<file path="config.mk">
export PLATFORM = sky130hd
export DESIGN_NAME = uart_transceiver
export DESIGN_NICKNAME = d
export VERILOG_FILES = /design/src/rtl/uart_transceiver.sv
export SDC_FILE = /design/constraint.sdc
export NUM_CORES = 1
export LEC_CHECK = 0
export CAP_MARGIN = 20
export CORE_ASPECT_RATIO = 1.5
export CORE_UTILIZATION = 40
export CTS_CLUSTER_SIZE = 24
export DETAILED_ROUTE_END_ITERATION = 8
export HOLD_SLACK_MARGIN = 0.06
export SYNTH_ARGS = -nofsm -noshare
export SYNTH_HDL_FRONTEND = slang
export SYNTH_SLANG_ARGS = --single-unit
</file>
<file path="constraint.sdc">
create_clock -name i_Clock -period 4.8 [get_ports i_Clock]
set_input_delay 0.72 -clock i_Clock [delete_from_list [all_inputs] [get_ports i_Clock]]
set_output_delay 0.72 -clock i_Clock [all_outputs]
set_load 0.01 [all_outputs]
</file>
<file path="src/rtl/uart_transceiver.sv">
// 8N1 UART transmitter and receiver with independent full-duplex paths on one clock.
// Define UART_FRAMING_ERR_EN to add o_RX_Frame_Err (stop bit sampled low).
module uart_transceiver #(
    parameter int CLKS_PER_BIT = 217
) (
    input  logic       i_Clock,
    input  logic       i_Reset,
    input  logic       i_TX_DV,
    input  logic [7:0] i_TX_Byte,
    output logic       o_TX_Active,
    output logic       o_TX_Serial,
    output logic       o_TX_Done,
    input  logic       i_RX_Serial,
    output logic       o_RX_DV,
`ifdef UART_FRAMING_ERR_EN
    output logic       o_RX_Frame_Err,
`endif
    output logic [7:0] o_RX_Byte
);
    localparam int CNT_W = $clog2(CLKS_PER_BIT) + 1;
    localparam logic [CNT_W-1:0] CNT_LAST = CNT_W'(CLKS_PER_BIT - 1);
    localparam logic [CNT_W-1:0] CNT_HALF = CNT_W'((CLKS_PER_BIT - 1) / 2);
    localparam logic [CNT_W-1:0] CNT_ONE  = CNT_W'(1);

    typedef enum logic [2:0] {
        ST_IDLE, ST_START, ST_DATA, ST_STOP, ST_CLEANUP
    } state_t;

    state_t           tx_state_q, tx_state_d;
    logic [CNT_W-1:0] tx_cnt_q, tx_cnt_d;
    logic [2:0]       tx_idx_q, tx_idx_d;
    logic [7:0]       tx_byte_q, tx_byte_d;
    logic             tx_serial_q, tx_serial_d;
    logic             tx_active_q, tx_active_d;
    logic             tx_done_q, tx_done_d;

    always_comb begin
        tx_state_d  = tx_state_q;
        tx_cnt_d    = tx_cnt_q;
        tx_idx_d    = tx_idx_q;
        tx_byte_d   = tx_byte_q;
        tx_active_d = tx_active_q;
        tx_done_d   = 1'b0;
        case (tx_state_q)
            ST_IDLE: begin
                tx_cnt_d = '0;
                tx_idx_d = '0;
                if (i_TX_DV) begin
                    tx_byte_d   = i_TX_Byte;
                    tx_active_d = 1'b1;
                    tx_state_d  = ST_START;
                end
            end
            ST_START: begin
                if (tx_cnt_q == CNT_LAST) begin
                    tx_cnt_d   = '0;
                    tx_state_d = ST_DATA;
                end else begin
                    tx_cnt_d = tx_cnt_q + CNT_ONE;
                end
            end
            ST_DATA: begin
                if (tx_cnt_q == CNT_LAST) begin
                    tx_cnt_d = '0;
                    tx_idx_d = tx_idx_q + 3'd1;
                    if (tx_idx_q == 3'd7) begin
                        tx_state_d = ST_STOP;
                    end
                end else begin
                    tx_cnt_d = tx_cnt_q + CNT_ONE;
                end
            end
            ST_STOP: begin
                if (tx_cnt_q == CNT_LAST) begin
                    tx_cnt_d    = '0;
                    tx_done_d   = 1'b1;
                    tx_active_d = 1'b0;
                    tx_state_d  = ST_CLEANUP;
                end else begin
                    tx_cnt_d = tx_cnt_q + CNT_ONE;
                end
            end
            default: tx_state_d = ST_IDLE;
        endcase

        // Line level is registered from the next state so it tracks the FSM exactly.
        case (tx_state_d)
            ST_START: tx_serial_d = 1'b0;
            ST_DATA:  tx_serial_d = tx_byte_d[tx_idx_d];
            default:  tx_serial_d = 1'b1;
        endcase
    end

    always_ff @(posedge i_Clock) begin
        if (i_Reset) begin
            tx_state_q  <= ST_IDLE;
            tx_cnt_q    <= '0;
            tx_idx_q    <= '0;
            tx_serial_q <= 1'b1;
            tx_active_q <= 1'b0;
            tx_done_q   <= 1'b0;
        end else begin
            tx_state_q  <= tx_state_d;
            tx_cnt_q    <= tx_cnt_d;
            tx_idx_q    <= tx_idx_d;
            tx_serial_q <= tx_serial_d;
            tx_active_q <= tx_active_d;
            tx_done_q   <= tx_done_d;
        end
    end

    always_ff @(posedge i_Clock) begin
        tx_byte_q <= tx_byte_d;
    end

    assign o_TX_Serial = tx_serial_q;
    assign o_TX_Active = tx_active_q;
    assign o_TX_Done   = tx_done_q;

    state_t           rx_state_q, rx_state_d;
    logic [CNT_W-1:0] rx_cnt_q, rx_cnt_d;
    logic [2:0]       rx_idx_q, rx_idx_d;
    logic [7:0]       rx_shift_q, rx_shift_d;
    logic [7:0]       rx_byte_q, rx_byte_d;
    logic             rx_dv_q, rx_dv_d;
    logic             rx_meta_q, rx_sync_q;
`ifdef UART_FRAMING_ERR_EN
    logic             rx_ferr_q, rx_ferr_d;
`endif

    always_comb begin
        rx_state_d = rx_state_q;
        rx_cnt_d   = rx_cnt_q;
        rx_idx_d   = rx_idx_q;
        rx_shift_d = rx_shift_q;
        rx_byte_d  = rx_byte_q;
        rx_dv_d    = 1'b0;
`ifdef UART_FRAMING_ERR_EN
        rx_ferr_d  = 1'b0;
`endif
        case (rx_state_q)
            ST_IDLE: begin
                rx_cnt_d = '0;
                rx_idx_d = '0;
                if (!rx_sync_q) begin
                    rx_state_d = ST_START;
                end
            end
            ST_START: begin
                // Recheck at mid start bit; a line already back high was a glitch.
                if (rx_cnt_q == CNT_HALF) begin
                    rx_cnt_d   = '0;
                    rx_state_d = rx_sync_q ? ST_IDLE : ST_DATA;
                end else begin
                    rx_cnt_d = rx_cnt_q + CNT_ONE;
                end
            end
            ST_DATA: begin
                if (rx_cnt_q == CNT_LAST) begin
                    rx_cnt_d             = '0;
                    rx_shift_d[rx_idx_q] = rx_sync_q;
                    rx_idx_d             = rx_idx_q + 3'd1;
                    if (rx_idx_q == 3'd7) begin
                        rx_state_d = ST_STOP;
                    end
                end else begin
                    rx_cnt_d = rx_cnt_q + CNT_ONE;
                end
            end
            ST_STOP: begin
                if (rx_cnt_q == CNT_LAST) begin
                    rx_cnt_d   = '0;
                    rx_state_d = ST_CLEANUP;
`ifdef UART_FRAMING_ERR_EN
                    if (rx_sync_q) begin
                        rx_dv_d   = 1'b1;
                        rx_byte_d = rx_shift_q;
                    end else begin
                        rx_ferr_d = 1'b1;
                    end
`else
                    rx_dv_d   = 1'b1;
                    rx_byte_d = rx_shift_q;
`endif
                end else begin
                    rx_cnt_d = rx_cnt_q + CNT_ONE;
                end
            end
            default: rx_state_d = ST_IDLE;
        endcase
    end

    always_ff @(posedge i_Clock) begin
        if (i_Reset) begin
            rx_meta_q  <= 1'b1;
            rx_sync_q  <= 1'b1;
            rx_state_q <= ST_IDLE;
            rx_cnt_q   <= '0;
            rx_idx_q   <= '0;
            rx_byte_q  <= '0;
            rx_dv_q    <= 1'b0;
`ifdef UART_FRAMING_ERR_EN
            rx_ferr_q  <= 1'b0;
`endif
        end else begin
            rx_meta_q  <= i_RX_Serial;
            rx_sync_q  <= rx_meta_q;
            rx_state_q <= rx_state_d;
            rx_cnt_q   <= rx_cnt_d;
            rx_idx_q   <= rx_idx_d;
            rx_byte_q  <= rx_byte_d;
            rx_dv_q    <= rx_dv_d;
`ifdef UART_FRAMING_ERR_EN
            rx_ferr_q  <= rx_ferr_d;
`endif
        end
    end

    always_ff @(posedge i_Clock) begin
        rx_shift_q <= rx_shift_d;
    end

    assign o_RX_DV   = rx_dv_q;
    assign o_RX_Byte = rx_byte_q;
`ifdef UART_FRAMING_ERR_EN
    assign o_RX_Frame_Err = rx_ferr_q;
`endif

endmodule

</file>
Yosys cells after proc, flatten, opt, wreduce, memory -nomap -nowiden
Cells that the tools add are included.
{ "totals": {"ff_bits": 60, "input_bits": 12, "out_inout_bits": 12, "wordCells": 95} }
{ "classes": {"addsub": 4, "magnitude_cmp": 3, "n_eq_ne": 20, "mux": 35, "bitwise_logic": 2, "reduce_logical": 16} }
{ "ops": {"columns": ["operator", "n"], "rows": [
  ["3-bit 2-to-1 mux", 12],
  ["9-bit 2-to-1 mux", 3],
  ["9-bit one-hot mux with 3 select lines", 1],
  ["3-bit one-hot mux with 4 select lines", 2],
  ["9-bit by 1-bit adder with 9-bit output (second input constant)", 2],
  ["9-bit by 8-bit equality test with 1-bit output (second input constant)", 2],
  ["9-bit one-hot mux with 2 select lines", 1],
  ["8-bit 2-to-1 mux", 2],
  ["3-bit by 2-bit equality test with 1-bit output (second input constant)", 5],
  ["2-bit inequality test (second input constant)", 7],
  ["3-bit one-hot mux with 2 select lines", 2],
  ["3-bit by 1-bit equality test with 1-bit output (second input constant)", 3],
  ["9-bit by 7-bit equality test with 1-bit output (second input constant)", 1],
  ["8-bit bitwise mux", 1],
  ["3-bit by 4-bit < comparator with 1-bit output (second input constant)", 2],
  ["3-bit by 1-bit adder with 3-bit output (second input constant)", 2],
  ["3-bit equality test (second input constant)", 2],
  ["3-bit zero test", 2],
  ["1-bit 2-to-1 mux", 6],
  ["2-bit AND reduction", 3],
  ["2-bit nonzero test", 3],
  ["2-bit OR reduction", 3],
  ["5-bit AND reduction", 1],
  ["1-bit one-hot mux with 2 select lines", 2],
  ["other kinds (9)", 10]
]} }

Logic depth before layout (Yosys ltp)
{ "depth": {"ltp_word": 6, "ltp_mapped": 10, "ltp_nobuf": 8} }

Worst setup path before layout
Ideal clock, no wire load.
{ "synth_path": {"path_type": "input to register", "from": "input i_TX_DV", "to": "register tx_serial_q (netlist: o_TX_Serial)", "setup_ns": 0.114, "t_arrival_ns": 2.106, "t_required_ns": 4.686, "path_slack_ns": 2.580, "cell_stages": 6, "n_path_buf": 0, "cell_sequence": "nor4b_4 mux2_2 nor4_1 or4b_1 nand4_1 a21o_1"} }
{ "synth_between": {"elab_chain_cells": 5, "word_cells_on_any_way": 9, "cone_classes": "eq/ne: 2; mux: 7"} }
{ "synth_lines": {"columns": ["item", "line_no", "rtl"], "rows": [
  ["from (decl)", "8", "input logic i_TX_DV,"],
  ["8-bit 2-to-1 mux", "48", "if (i_TX_DV) begin"],
  ["8-bit 2-to-1 mux", "44", "case (tx_state_q)"],
  ["via tx_byte_d[2]", "32", "logic [7:0] tx_byte_q, tx_byte_d;"],
  ["1-bit binary-select mux with 3-bit select", "89", "ST_DATA: tx_serial_d = tx_byte_d[tx_idx_d];"],
  ["1-bit 2-to-1 mux (implied by the code)", "89", null],
  ["1-bit one-hot mux with 2 select lines", "87", "case (tx_state_d)"],
  ["to (signal assigned)", "106", "tx_serial_q <= tx_serial_d;"],
  ["to (decl)", "33", "logic tx_serial_q, tx_serial_d;"]
]} }
The timed path passes the listed nets, and every way through them passes these cells. The select of a mux whose other input is x is not followed.
A chain may end at the register's enable or synchronous reset.

Final worst setup path
Ends and elaborated chain as after synthesis.

==> results <==
- The flip-flop cell with the highest count after synthesis is dfxtp_1.
- The first routing iteration left 63 violations.
- The floorplan step defined a die boundary enclosing 0.007118 sq mm.
- Based on the critical path, the design can be clocked at up to 378.3 MHz.
- In this run, post-CTS hold repair placed 0 buffers.
- At the worst endpoint, the required time is 5.03 ns.
- The synthesized area per cell is 9.317 sq um.
- The number of unique standard cell types used by synthesis is 42.
- The first global-routing pass estimated 8700 microns of wire.
- The worst-path cell with the longest stage delay is nor4b_4.
- The sequential cell area fraction in the yosys report is 47.25%.
- The setup clock skew after layout is 0.01061 ns.
- The number of buffers added by the clock tree synthesis step is 9.
- The number of top-level pins is 24.
- The final number of hold-violating endpoints came to 0.
- The level count of the clock H-tree is 3.
- The library cell with the largest summed area after synthesis is dfxtp_1.
- The repair_antennas step left the layout with diodes totalling 0.
- In this run the worst setup path begins at i_TX_DV.
- Registers take 0.001281 sq mm.
- The start point of the worst hold path is rx_meta_q$_SDFF_PP1_.
- The layout has 613 filler cells.
- The total buffers and inverters traversed by the critical path is 1.
- The row count is 36.
- The power share of the combinational group is 9.3%.
- Across the run, the number of max-cap violations was 0.
- Counting instances in the post-synthesis netlist gives the leading cell types as dfxtp_1, nor2_1, a21oi_1, nand2_1, o21ai_0.
- The met3 layer wire length in the routed design is 137 microns.
- The final worst hold slack is 0.4079 ns.
- Summed over all cells, the static leakage comes to 1.227 nW.
- After the last flow step, the layout net total stands at 333.
- The initial antenna violation count is 0.
- The fraction of layout cells with a size suffix above 1 is 9.748%.
- The power density over the cells is 345.4 mW/mm^2.
- The final number of setup-violating endpoints is 0.
- The proportion of power drawn by the clock network is 41.1%.
- The cell sitting at the root of the clock tree is a clkbuf_8.
- The clock network latency to the later pin of the worst-skew pair is 0.34 ns.
- At the pin with the least slew margin, the transition time is 0.9112 ns.
- Dividing the detail-routed wire length by the instance count gives 13.06 microns.
- The nature of the critical path startpoint is an input port.
- TritonCTS built the clock tree.
- Summed over all layers, the global routing overflow is 0.
- The final setup TNS is 0 ns.
- The post-CTS repair timing setup buffer count is 0.
- From bottom edge to top edge, the die measures 102.8 microns.
- Port buffering added 23 buffers.
- Synthesis inferred 60 register bits.
- The number of placed instances, taps included, is 378.
- Across every metal layer, demand over resource in global routing totals 15.31%.
- Summing every instance area after synthesis gives 0.002711 sq mm.
- The initial utilization of the core area, before any placement, comes to 41.51%.
- The final critical-path setup slack is 2.157 ns.
- The final count of pins violating max slew is 0.
- In the post-synthesis netlist, the cell with the most instances is dfxtp_1.
- The first TritonRoute pass finished after 3 iterations.
- The top cell family by delay on the critical path is simple AND/OR/NAND/NOR gates.
- The area share of the leading cell type in the synthesized netlist is 38.39%.
- The worst voltage drop across the vdd grid is 0.1676 mV.
- The cell area after placement is 0.002985 sq mm.
- The flow ran to the end, and the final reports show no timing, DRC or antenna violations.
- Synthesis produced a netlist with a net count of 311.
- Once layout is done, the placed cells without fillers occupy 0.003186 sq mm.
- The congestion estimate from routability-driven global placement came to 0.7902.
- STA puts the critical path data arrival time at 2.87 ns.
- The remaining antenna violation count is 0.
- In the synthesized netlist, the number of instances is 291.
- The largest single stage delay on the critical path is 0.54 ns.
- The top layer used by detailed routing is met4.
- The power spent charging and discharging nets is 0.0002804 W.
- The number of DRC violations after detailed routing is 0.
- The via count of the first global-routing pass was 1,945.
- The per-cell via count in the routed design is 5.251.
- Wires add up to 5145 microns.
- The warning count from the yosys run is 0.
- The pin count of the biggest net entering global routing is 26.
- After synthesis, the share of flip-flops with an asynchronous set or reset is 0%.
- The time the worst path needs with I/O delays and setup is 2.643 ns.
- The floorplan core area is 0.006531 sq mm.
- Timing analysis after detailed placement gives a worst setup slack of 1.775 ns.
- The number of enable flip-flop cells after synthesis is 8.
- The deepest clock path buffer count is 2.
- The switching part of the total is 25.48%.
- The category of the critical setup timing path is input port to flop.
- The CTS sink count is 60.
- In this run the critical register-to-register path is launched from tx_state_q[2]$_SDFF_PP0_.
- The type of element capturing the critical path is a flop.
- The number of standard cells in the final layout excluding fillers is 394.
- In the post-synthesis netlist, the biggest area contributors are dfxtp_1, edfxtp_1, nor2_1, ha_1, mux2i_1.
- The path class of the lowest-slack min-delay path is flop to flop.
- The internal power is 0.0008200 W.
- Along the worst path, the maximum fanout reaches 9.
- Setup repair after global routing left no endpoint under its margin.
- The die is 69.22 microns wide.
- The met1 routed wirelength after detailed routing is 2485 microns.
- In this run the tightest slew margin relative to its limit is 39.06%.
- Sequential cells account for 49.6% of the total power.
- The post-cts resize count is 0.
- The layout-stage area growth over the synthesis result is 17.49%.
- The area of combinational cells with multiple inputs is 0.001349 sq mm.
- After layout, the worst path uses 55.07% of the clock period.
- In the detailed route, the total length drawn on met2 is 2429 microns.
- The signal on the critical path passes through clkdlybuf4s50_1 -> nor4b_4 -> mux2_2 -> nor4_1 -> or4b_1 -> nand4_1 -> a21o_1.
- The placed wire-length estimate is 3477 microns.
- The clock slew seen by the registers of the worst setup and hold paths is 0.07 ns.
- Summing over every cut layer, the via total after detailed routing is 2,069.
==> layout by cell type (no fill, tap or decap), types with 3 or more instances in the layout <==
cell,synthesis,final
o21ai_0,14,14
nand2_1,17,17
nand2b_1,6,6
nand4_1,4,4
nand3_1,8,8
nand3b_1,5,5
a21oi_1,17,17
or3_1,5,5
or4_1,3,3
mux2i_1,9,9
nor3_1,8,8
nor2_1,45,45
ha_1,8,8
a31oi_1,5,5
clkdlybuf4s50_1,0,23
a21o_1,4,4
inv_1,5,5
xor2_1,5,5
edfxtp_1,8,8
a22oi_1,3,3
dfxtp_1,52,52
mux2_2,8,8
and3_1,5,5
nor4_1,7,7
clkbuf_8,0,9
nor2b_1,5,5
==> cell families (layout without fill, tap and decap cells) <==
| logic type | count (synthesis) | in the layout | share of synthesized area [%] |
|---|---|---|---|
| adder cells (fa/ha/maj) | 8 | 8 | 3.692 |
| multiplexers | 17 | 17 | 6.645 |
| AND/OR/NAND/NOR | 128 | 128 | 25.29 |
| XOR/XNOR | 7 | 7 | 2.261 |
| flip-flops | 60 | 60 | 47.25 |
| AO/OA/AOI/OAI | 52 | 52 | 11.86 |
| buffers and inverters | 19 | 46 | 3.000 |
==> area by class of cell <==
cell class	count	share of cell area [%]
multi-input combinational	212	42.34
sequential	60	40.22
timing repair buffer	24	7.463
clock buffer	9	3.888
tap	76	2.985
clock inverter	7	2.396
inverter	6	0.7070
==> path summary, 6_finish.rpt <==
kind,slack [ns],endpoint,cells after the start
worst max-delay path,2.16,o_TX_Serial$_SDFF_PP1_,7
worst min-delay path,0.41,rx_sync_q$_SDFF_PP1_,1
worst max register to register,2.34,o_TX_Serial$_SDFF_PP1_,6
worst min register to register,0.41,rx_sync_q$_SDFF_PP1_,1
==> flip-flops by register name (all words and copies together), names as in the netlist, 8 cells and up <==
name        flops
o_RX_Byte       8
rx_cnt_q        9
rx_shift_q      8
tx_byte_q       8
tx_cnt_q        9
==> per-stage QoR <==
stage / utilization (%) / total power, W
2_1_floorplan: - / 0.0006295
3_3_place_gp: 45.71 / 0.0006589
3_5_place_dp: 45.71 / 0.0006602
4_1_cts: 48.77 / 0.001116
5_1_grt: 48.77 / 0.001149
6_report: 48.77 / 0.001100
==> power groups by stage <==
stage	clock, W	combinational, W	sequential [W]
global route	0.000484	0.000116	0.000549
detailed placement	0	0.000103	0.000557
floorplan	0	0.0000802	0.000549
global placement	0	0.000102	0.000557
finish	0.000452	0.000102	0.000546
CTS	0.000466	0.000104	0.000546
==> metal layers <==
layer	vias up	track usage (%)
met4	0	8.477
met3	8	3.421
met1	939	17.70
met5	-	0
met2	31	26.36
li1	1091	-
Power figures use the tool's default switching activity.
